==> src/rtl/race_pkg.sv <==
// race_pkg -- shared definitions for the multi-player lap timer.
//   state_t    : race FSM encoding (IDLE, RUNNING, PAUSED, FINISHED)
//   LAP_W      : width of each per-player lap counter
//   best_none(): all-ones "no lap recorded yet" value for a time field
//                of the given width (1..32 bits)
package race_pkg;

  typedef enum logic [1:0] {
    IDLE     = 2'd0,
    RUNNING  = 2'd1,
    PAUSED   = 2'd2,
    FINISHED = 2'd3
  } state_t;

  localparam int unsigned LAP_W = 8;

  function automatic logic [31:0] best_none(input int unsigned width);
    return 32'hFFFF_FFFF >> (32 - width);
  endfunction

endpackage

==> src/rtl/tick_gen.sv <==
// tick_gen -- free-running prescaler that divides pclk into timing ticks.
//   pclk : clock
//   rst  : synchronous active-high clear (count back to 0)
//   en   : count only while high; the count holds while low
//   tick : single-cycle pulse while the count sits at DIV-1; the count
//          wraps to 0 on the following edge
module tick_gen #(
  parameter int unsigned DIV = 400000
) (
  input  logic pclk,
  input  logic rst,
  input  logic en,
  output logic tick
);

  localparam int unsigned CNT_W = (DIV > 1) ? $clog2(DIV) : 1;

  logic [CNT_W-1:0] count;

  assign tick = en && (count == CNT_W'(DIV - 1));

  // NOTE: clocked state is written with non-blocking (<=) so every flop
  // samples pre-edge values; blocking here would create simulation races.
  always_ff @(posedge pclk) begin
    if (rst) begin
      count <= '0;
    end else if (en) begin
      count <= tick ? '0 : count + CNT_W'(1);
    end
  end

endmodule

==> src/rtl/multi_lap_timer.sv <==
// multi_lap_timer -- lap timer for N_PLAYERS independent channels.
//   pclk, rst         : clock, synchronous active-high reset
//   start, stop       : race start/resume and pause requests (levels,
//                       rising edges act)
//   lap_finished      : per-player finish-line crossing (level, rising edge)
//   current_lap_time  : running lap time per player, TIME_W ticks each
//   last_lap_time     : last completed lap per player
//   best_lap_time     : best completed lap per player, all-ones = none yet
//   lap_count         : completed laps per player, LAP_W bits each
//   player_done       : player has completed N_LAPS laps
//   race_running      : race is in the RUNNING state
//   winner, winner_valid : first player to finish (lowest index on a tie)
// Player i occupies bits [i*W +: W] of every packed per-player output.
// TIME_W must be 1..32.
module multi_lap_timer import race_pkg::*; #(
  parameter int unsigned N_PLAYERS = 2,
  parameter int unsigned TIME_W    = 16,
  parameter int unsigned TICK_DIV  = 400000,
  parameter int unsigned N_LAPS    = 3
) (
  input  logic                          pclk,
  input  logic                          rst,
  input  logic                          start,
  input  logic                          stop,
  input  logic [N_PLAYERS-1:0]          lap_finished,
  output logic [N_PLAYERS*TIME_W-1:0]   current_lap_time,
  output logic [N_PLAYERS*TIME_W-1:0]   last_lap_time,
  output logic [N_PLAYERS*TIME_W-1:0]   best_lap_time,
  output logic [N_PLAYERS*LAP_W-1:0]    lap_count,
  output logic [N_PLAYERS-1:0]          player_done,
  output logic                          race_running,
  output logic [2:0]                    winner,
  output logic                          winner_valid
);

  localparam logic [TIME_W-1:0] BEST_NONE = TIME_W'(best_none(TIME_W));
  // Running times stop one below all-ones so they never alias BEST_NONE.
  localparam logic [TIME_W-1:0] CUR_MAX   = BEST_NONE - TIME_W'(1);

  state_t               state;
  logic                 start_q, stop_q;
  logic [N_PLAYERS-1:0] lap_q;
  logic                 start_edge, stop_edge;
  logic [N_PLAYERS-1:0] lap_edge;
  logic                 running;
  logic                 new_race;
  logic                 tick;
  logic [N_PLAYERS-1:0] set_done;
  logic [2:0]           winner_next;

  assign start_edge = start && !start_q;
  assign stop_edge  = stop  && !stop_q;
  assign lap_edge   = lap_finished & ~lap_q;
  assign running    = (state == RUNNING);
  // A start from IDLE or FINISHED begins a fresh race and wipes all results.
  assign new_race   = start_edge && ((state == IDLE) || (state == FINISHED));

  tick_gen #(.DIV(TICK_DIV)) u_tick_gen (
    .pclk (pclk),
    .rst  (rst || new_race),
    .en   (running),
    .tick (tick)
  );

  for (genvar i = 0; i < N_PLAYERS; i++) begin : g_player
    logic [TIME_W-1:0] cur, last, best;
    logic [LAP_W-1:0]  cnt;
    logic              done;
    logic              lap_ok;

    assign lap_ok      = running && lap_edge[i] && !done;
    assign set_done[i] = lap_ok && (cnt == LAP_W'(N_LAPS - 1));

    // NOTE: these per-player registers are a handful of flops, not a RAM
    // array, so each one is reset explicitly to a known value.
    always_ff @(posedge pclk) begin
      if (rst || new_race) begin
        cur  <= '0;
        last <= '0;
        best <= BEST_NONE;
        cnt  <= '0;
        done <= 1'b0;
      end else if (lap_ok) begin
        // The completed lap is the pre-tick value; a coincident tick is
        // credited to the new lap.
        last <= cur;
        cnt  <= cnt + LAP_W'(1);
        if (cur < best) best <= cur;
        if (set_done[i]) begin
          done <= 1'b1;
          cur  <= '0;
        end else begin
          cur <= tick ? TIME_W'(1) : '0;
        end
      end else if (tick && !done && (cur != CUR_MAX)) begin
        cur <= cur + TIME_W'(1);
      end
    end

    assign current_lap_time[i*TIME_W +: TIME_W] = cur;
    assign last_lap_time[i*TIME_W +: TIME_W]    = last;
    assign best_lap_time[i*TIME_W +: TIME_W]    = best;
    assign lap_count[i*LAP_W +: LAP_W]          = cnt;
    assign player_done[i]                       = done;
  end

  // NOTE: every always_comb output gets a default before any conditional
  // assignment so no path leaves it unassigned and infers a latch.
  always_comb begin
    winner_next = '0;
    for (int i = N_PLAYERS - 1; i >= 0; i--) begin
      if (set_done[i]) winner_next = 3'(i);
    end
  end

  always_ff @(posedge pclk) begin
    if (rst) begin
      state        <= IDLE;
      start_q      <= 1'b0;
      stop_q       <= 1'b0;
      lap_q        <= '0;
      race_running <= 1'b0;
      winner       <= '0;
      winner_valid <= 1'b0;
    end else begin
      start_q <= start;
      stop_q  <= stop;
      lap_q   <= lap_finished;

      case (state)
        IDLE, FINISHED: begin
          if (start_edge) begin
            state        <= RUNNING;
            race_running <= 1'b1;
            winner       <= '0;
            winner_valid <= 1'b0;
          end
        end
        RUNNING: begin
          // Completing the race outranks a simultaneous pause request.
          if (&(player_done | set_done)) begin
            state        <= FINISHED;
            race_running <= 1'b0;
          end else if (stop_edge) begin
            state        <= PAUSED;
            race_running <= 1'b0;
          end
          if ((|set_done) && !winner_valid) begin
            winner       <= winner_next;
            winner_valid <= 1'b1;
          end
        end
        PAUSED: begin
          if (start_edge) begin
            state        <= RUNNING;
            race_running <= 1'b1;
          end
        end
        default: begin
          state        <= IDLE;
          race_running <= 1'b0;
        end
      endcase
    end
  end

endmodule
==> config.mk <==
export PLATFORM = sky130hd
export DESIGN_NAME = multi_lap_timer
export DESIGN_NICKNAME = d
export VERILOG_FILES = /design/src/rtl/race_pkg.sv /design/src/rtl/tick_gen.sv /design/src/rtl/multi_lap_timer.sv
export SDC_FILE = /design/constraint.sdc
export NUM_CORES = 1
export LEC_CHECK = 0
export ABC_AREA = 1
export BUFFER_PORTS_ARGS = -buffer_cell sky130_fd_sc_hd__buf_2
export CAP_MARGIN = 20
export CORE_UTILIZATION = 51
export DETAILED_ROUTE_END_ITERATION = 10
export GPL_ROUTABILITY_DRIVEN = 0
export PLACE_DENSITY = 0.87
export SLEW_MARGIN = 40
export SYNTH_ARGS = -nofsm -noshare
export SYNTH_HDL_FRONTEND = slang
export SYNTH_SLANG_ARGS = --single-unit
==> constraint.sdc <==
create_clock -name pclk -period 1.8 [get_ports pclk]
set_clock_uncertainty 0.05 [all_clocks]
set_input_delay 0.36 -clock pclk [delete_from_list [all_inputs] [get_ports pclk]]
set_output_delay 0.36 -clock pclk [all_outputs]
set_load 0.01 [all_outputs]
Word-level counts from Yosys, hierarchy flattened
Cells that the tools add are included.

Reduce and logical (&&, ||, !) cells: 36. Order comparisons: 2. Multipliers: 0. Bitwise operators: 3. Div/mod/pow operators: 0. Shift-type cells: 0. Eq/ne operators: 12. Muxes and demuxes: 24. Add/subtract/negate cells: 5.

Operators by type and width (number): $mux 16 (4); $add 16x1->16 const B (2); $lt 16x16->1 (2); $ne 16x16->1 const B (2); $add 19x1->19 const B (1); $eq 19x19->1 const B (1); $mux 19 (1); $add 8x1->8 const B (2); $eq 8x2->1 const B (2); $logic_and 1x1->1 (15); $reduce_and 2->1 (6); $mux 1 (9); $mux 3 (3); $mux 2 (3); $pmux 3 s2 (1); $reduce_bool 2->1 (3); $logic_not 1->1 (5); $eq 2x2->1 const B (2); $ne 2x1->1 const B (2); $pmux 1 s2 (2); $pmux 2 s2 (1); $reduce_or 2->1 (2); $ne 3x2->1 const B (1); $reduce_and 3->1 (1); 8 further kinds (9).

Bits in writable memories: 0. Memories: 0. ROM bits: 0. Output and inout bits: 119. Logic and storage cells: 100. Latch bits: 0. Flip-flop bits (word level): 144.

Logic depth before layout (Yosys ltp)
Depth in word-level cells: 9. Mapped depth: 14. Mapped depth without buffers: 13.

Cells and area by module
Synthesis repeated with hierarchy kept, for this count alone.

Cells, all modules: 1032. Area total of the unflattened synthesis: 7211.9 um^2.

By module, submodules not included: multi_lap_timer (times used 1, seq. area each 2462.4 um^2, area an instance 6120.9 um^2, cells each 859); tick_gen (times used 1, seq. area each 380.4 um^2, area an instance 1091.0 um^2, cells each 173).

Least setup slack after synthesis
OpenSTA, ideal clock, no wires.

Path kind: reg2reg. Start point: reg g_player[0].cur[9]. End point: reg g_player[0].best[10]. Stages on the path, launching flop included: 11. Setup time: 0.130 ns. Data required time: 1.620 ns. Data arrival time: 1.724 ns. Path buffers: 1. Clock period less this slack: 1.904 ns. Path slack: -0.104 ns. Path through: dfxtp_1 -> ha_1 -> nand2_1 -> inv_1 -> nor2_1 -> o21ai_0 -> a21oi_2 -> nand3_2 -> buf_4 -> nand2_1 -> nand3_1.

Word-level cells in the longest chain between the ends: 2.

Ends and longest elaborated chain: start: declaration (RTL line multi_lap_timer.sv:66) `logic [TIME_W-1:0] cur, last, best;`; start signal: assignment (RTL line multi_lap_timer.sv:93) `cur <= tick ? TIME_W'(1) : '0;`; start signal: assignment (RTL line multi_lap_timer.sv:96) `cur <= cur + TIME_W'(1);`; $lt 16x16->1 (RTL line multi_lap_timer.sv:88) `if (cur < best) best <= cur;`; $reduce_and 2->1 (no source line); end signal: assignment (RTL line multi_lap_timer.sv:88); end: declaration (RTL line multi_lap_timer.sv:66).

Every way passes these cells. A chain may end at the register's enable or synchronous reset.

Final worst setup path
Start point: reg g_player[0].cur[4]. End point: reg g_player[0].best[15].

The elaborated chain is that of the path after synthesis.

==> results.cfg <==
[critical_path]
slowest_stage = dfxtp_1
critical_path_depth = 9
max_stage_delay_ns = 0.39
path_cells = ha_1, a21oi_2, nor2_1, nor3_1, nand2_1, nand2_4, nand3_4, nand2_2, nand3_1
crit_buf_inv = 0
cp.required_ns = 2.05
worst_setup_path_end_kind = flip-flop
crit_type = flip-flop to flip-flop
reg2regPathDepth = 9
arrival_ns = 2.10
cp_max_fo = 8
cp_top_family = simple AND/OR/NAND/NOR gates
critPathLaunchType = flip-flop

[cts]
worstSkewPairLatency_ns = 0.43
cts_buffers = 17
htreeDepth = 4
clk_pin_slew_ns = 0.06
hold_buffers = 0
clockBufferDepth = 2
cts.sink_count = 142
cts_tree = yes
cts-root-buf = clkbuf_16

[synthesis]
synthArstFlopShare_pct = 0
synth_flop_cell = dfxtp_1
muxShareOfSynthArea_pct = 0
synth-xor-area-share_pct = 2.98
synth_top_family_by_area = simple AND/OR/NAND/NOR gates
syn_area_per_cell_um2 = 7.21
synth_edf_count = 0
ys_seq_area_share_pct = 38.7
ys_ff_latch = 142
synth_compound_area_share_pct = 9.85
syn_inst = 1020
yosysWarnings = 0
mappedNetlistArea_um2 = 7350
synth-simple-area-share_pct = 32.6
synth_fa_ha_area_share_pct = 6.98
yosysUniqueCellTypes = 35

[placed_design]
dp_slack_ns = -0.157
hpwl_mm = 13.9
place_area_um2 = 8560
io_buffers = 122
dp_cells = 1347

[floorplan]
coreArea_um2 = 14000
start_util_pct = 52.6
fp.dieW_um = 122
die_area_um2 = 14900
rows = 43
die_y_um = 122
ios = 125

[grt]
grt_pass1_vias = 7061
grt_max_degree = 55
grtUsageTotal_pct = 27.9
grt_antenna_before_repair = 0
grt_pass1_wl_mm = 32.9
grt_remaining_overflow = 0

[min_path]
whs_path_depth = 3
hold_class = primary input to flip-flop

[layout]
layout_commonest_cell = nand2_1
n_antenna_cell = 0
areaGrowthSynthToFinish_pct = 33.7
design_area_um2 = 9830
final_nets = 1247
final_cell_mix = nand2_1 (189), buf_2 (123), dfxtp_1 (98)
fillers = 1016
drive_above_1_share_pct = 32.3
fin_cells = 1392

[routing]
drt_iter0_markers = 696
postRouteAntennaNets = 0
via_per_inst = 5.70
vias = 7941
drc = 0
wl_mm = 22.2
drt_first_pass_iters = 5
routedWlPerCell_um = 16.0

[power]
power_density_nw_per_um2 = 847
peakVddDrop_mv = 0.675
leakagePower_uw = 0.00449

[sta]
hold_violations = 0
period_share_pct = 103
fin_crit_ns = 1.85
drv_slew = 0
worst_slack_ns = -0.0506
finalSetupViolCount = 8
rsz0062_at_grt = true
max_freq_mhz = 540

[job]
cap_violations = 0

[run_status]
violations = setup timing
status = finished with violations
==> logic make-up after synthesis <==
logic type	Yosys count
simple gates	518
buf+inv	152
flops	142
compound gates	141
fa+ha+maj	41
xor+xnor	25
other cells	1
==> cell type report <==
cell class | count | area [um2] | area share, %
Clock inverter | 12 | 191 | 1.95
Sequential cell | 142 | 2900 | 29.5
Multi-Input combinational cell | 730 | 4320 | 43.9
Clock buffer | 19 | 453 | 4.61
Tap cell | 180 | 225 | 2.29
Inverter | 106 | 403 | 4.10
Timing Repair Buffer | 203 | 1340 | 13.6
==> power by group <==
| part | internal, uW | switching [uW] | total, uW |
|---|---|---|---|
| clock network | 2510 | 1370 | 3880 |
| logic | 394 | 691 | 1080 |
| registers | 3270 | 86.0 | 3350 |
| total | 6170 | 2150 | 8320 |
==> synth_stat cells (all sizes together), types with 14 or more instances <==
library cell	count	area [um2]
inv	106	400
nand3b	22	178
dfxtp	142	2840
nor3	14	70.1
xor2	20	175
nand2	222	856
ha	41	513
clkbuf	14	52.6
nand4	46	288
o21ai	41	205
buf	32	199
a21oi	96	488
nand3	100	516
nor2	109	457
==> metrics by stage <==
stage | util, % | total power, uW | hold slack (ns) | TNS (ns)
final | 70.3 | 8320 | 0.108 | -0.200
after global routing | 70.3 | 8610 | 0.130 | -3.39
after CTS | 66.4 | 8220 | 0.0940 | 0
after detailed placement | 61.2 | 4340 | 0.400 | -5.46
after global placement | 61.2 | 4320 | 0.394 | -2.41
after floorplan | - | 4020 | 0.389 | 0
==> worst min-delay path, delay by kind of cell <==
kind | cells | cell delay (ns)
buf+inv | 2 | 0.12
simple gates | 1 | 0.07
==> flip-flops by register name, summed over array words and instances, names as in the netlist <==
name / flops
g_player.best: 32
stop_q: 1
race_running: 1
g_player.cur: 32
lap_q: 2
g_player.cnt: 16
g_player.done: 2
g_player.last: 32
start_q: 1
u_tick_gen.count: 19
winner_valid: 1
winner: 1
state: 2
==> routing by layer <==
metal	share of wire, %	up-vias	track usage, %
li1	-	3736	-
met1	38	3711	32.6
met2	50	416	48.4
met3	7.9	78	6.55
met4	3.3	0	12.3
met5	0	-	0
==> what timing repair did <==
item | CTS | global route
gates resized for setup | 14 | 122
endpoints found under the setup margin | 83 | 76
buffers inserted | 1 | 9
pin swaps | 2 | 28
gates cloned | 0 | 4
==> final timing paths <==
kind / startpoint / endpoint / slack (ns)
max: g_player[0].cur[4] / g_player[0].best[15] / -0.05
min reg2reg: winner[0] / winner[0] / 0.41
max reg2reg: g_player[0].cur[4] / g_player[0].best[15] / -0.05
min: start / start_q / 0.11
(Power assumes the default switching activity.)
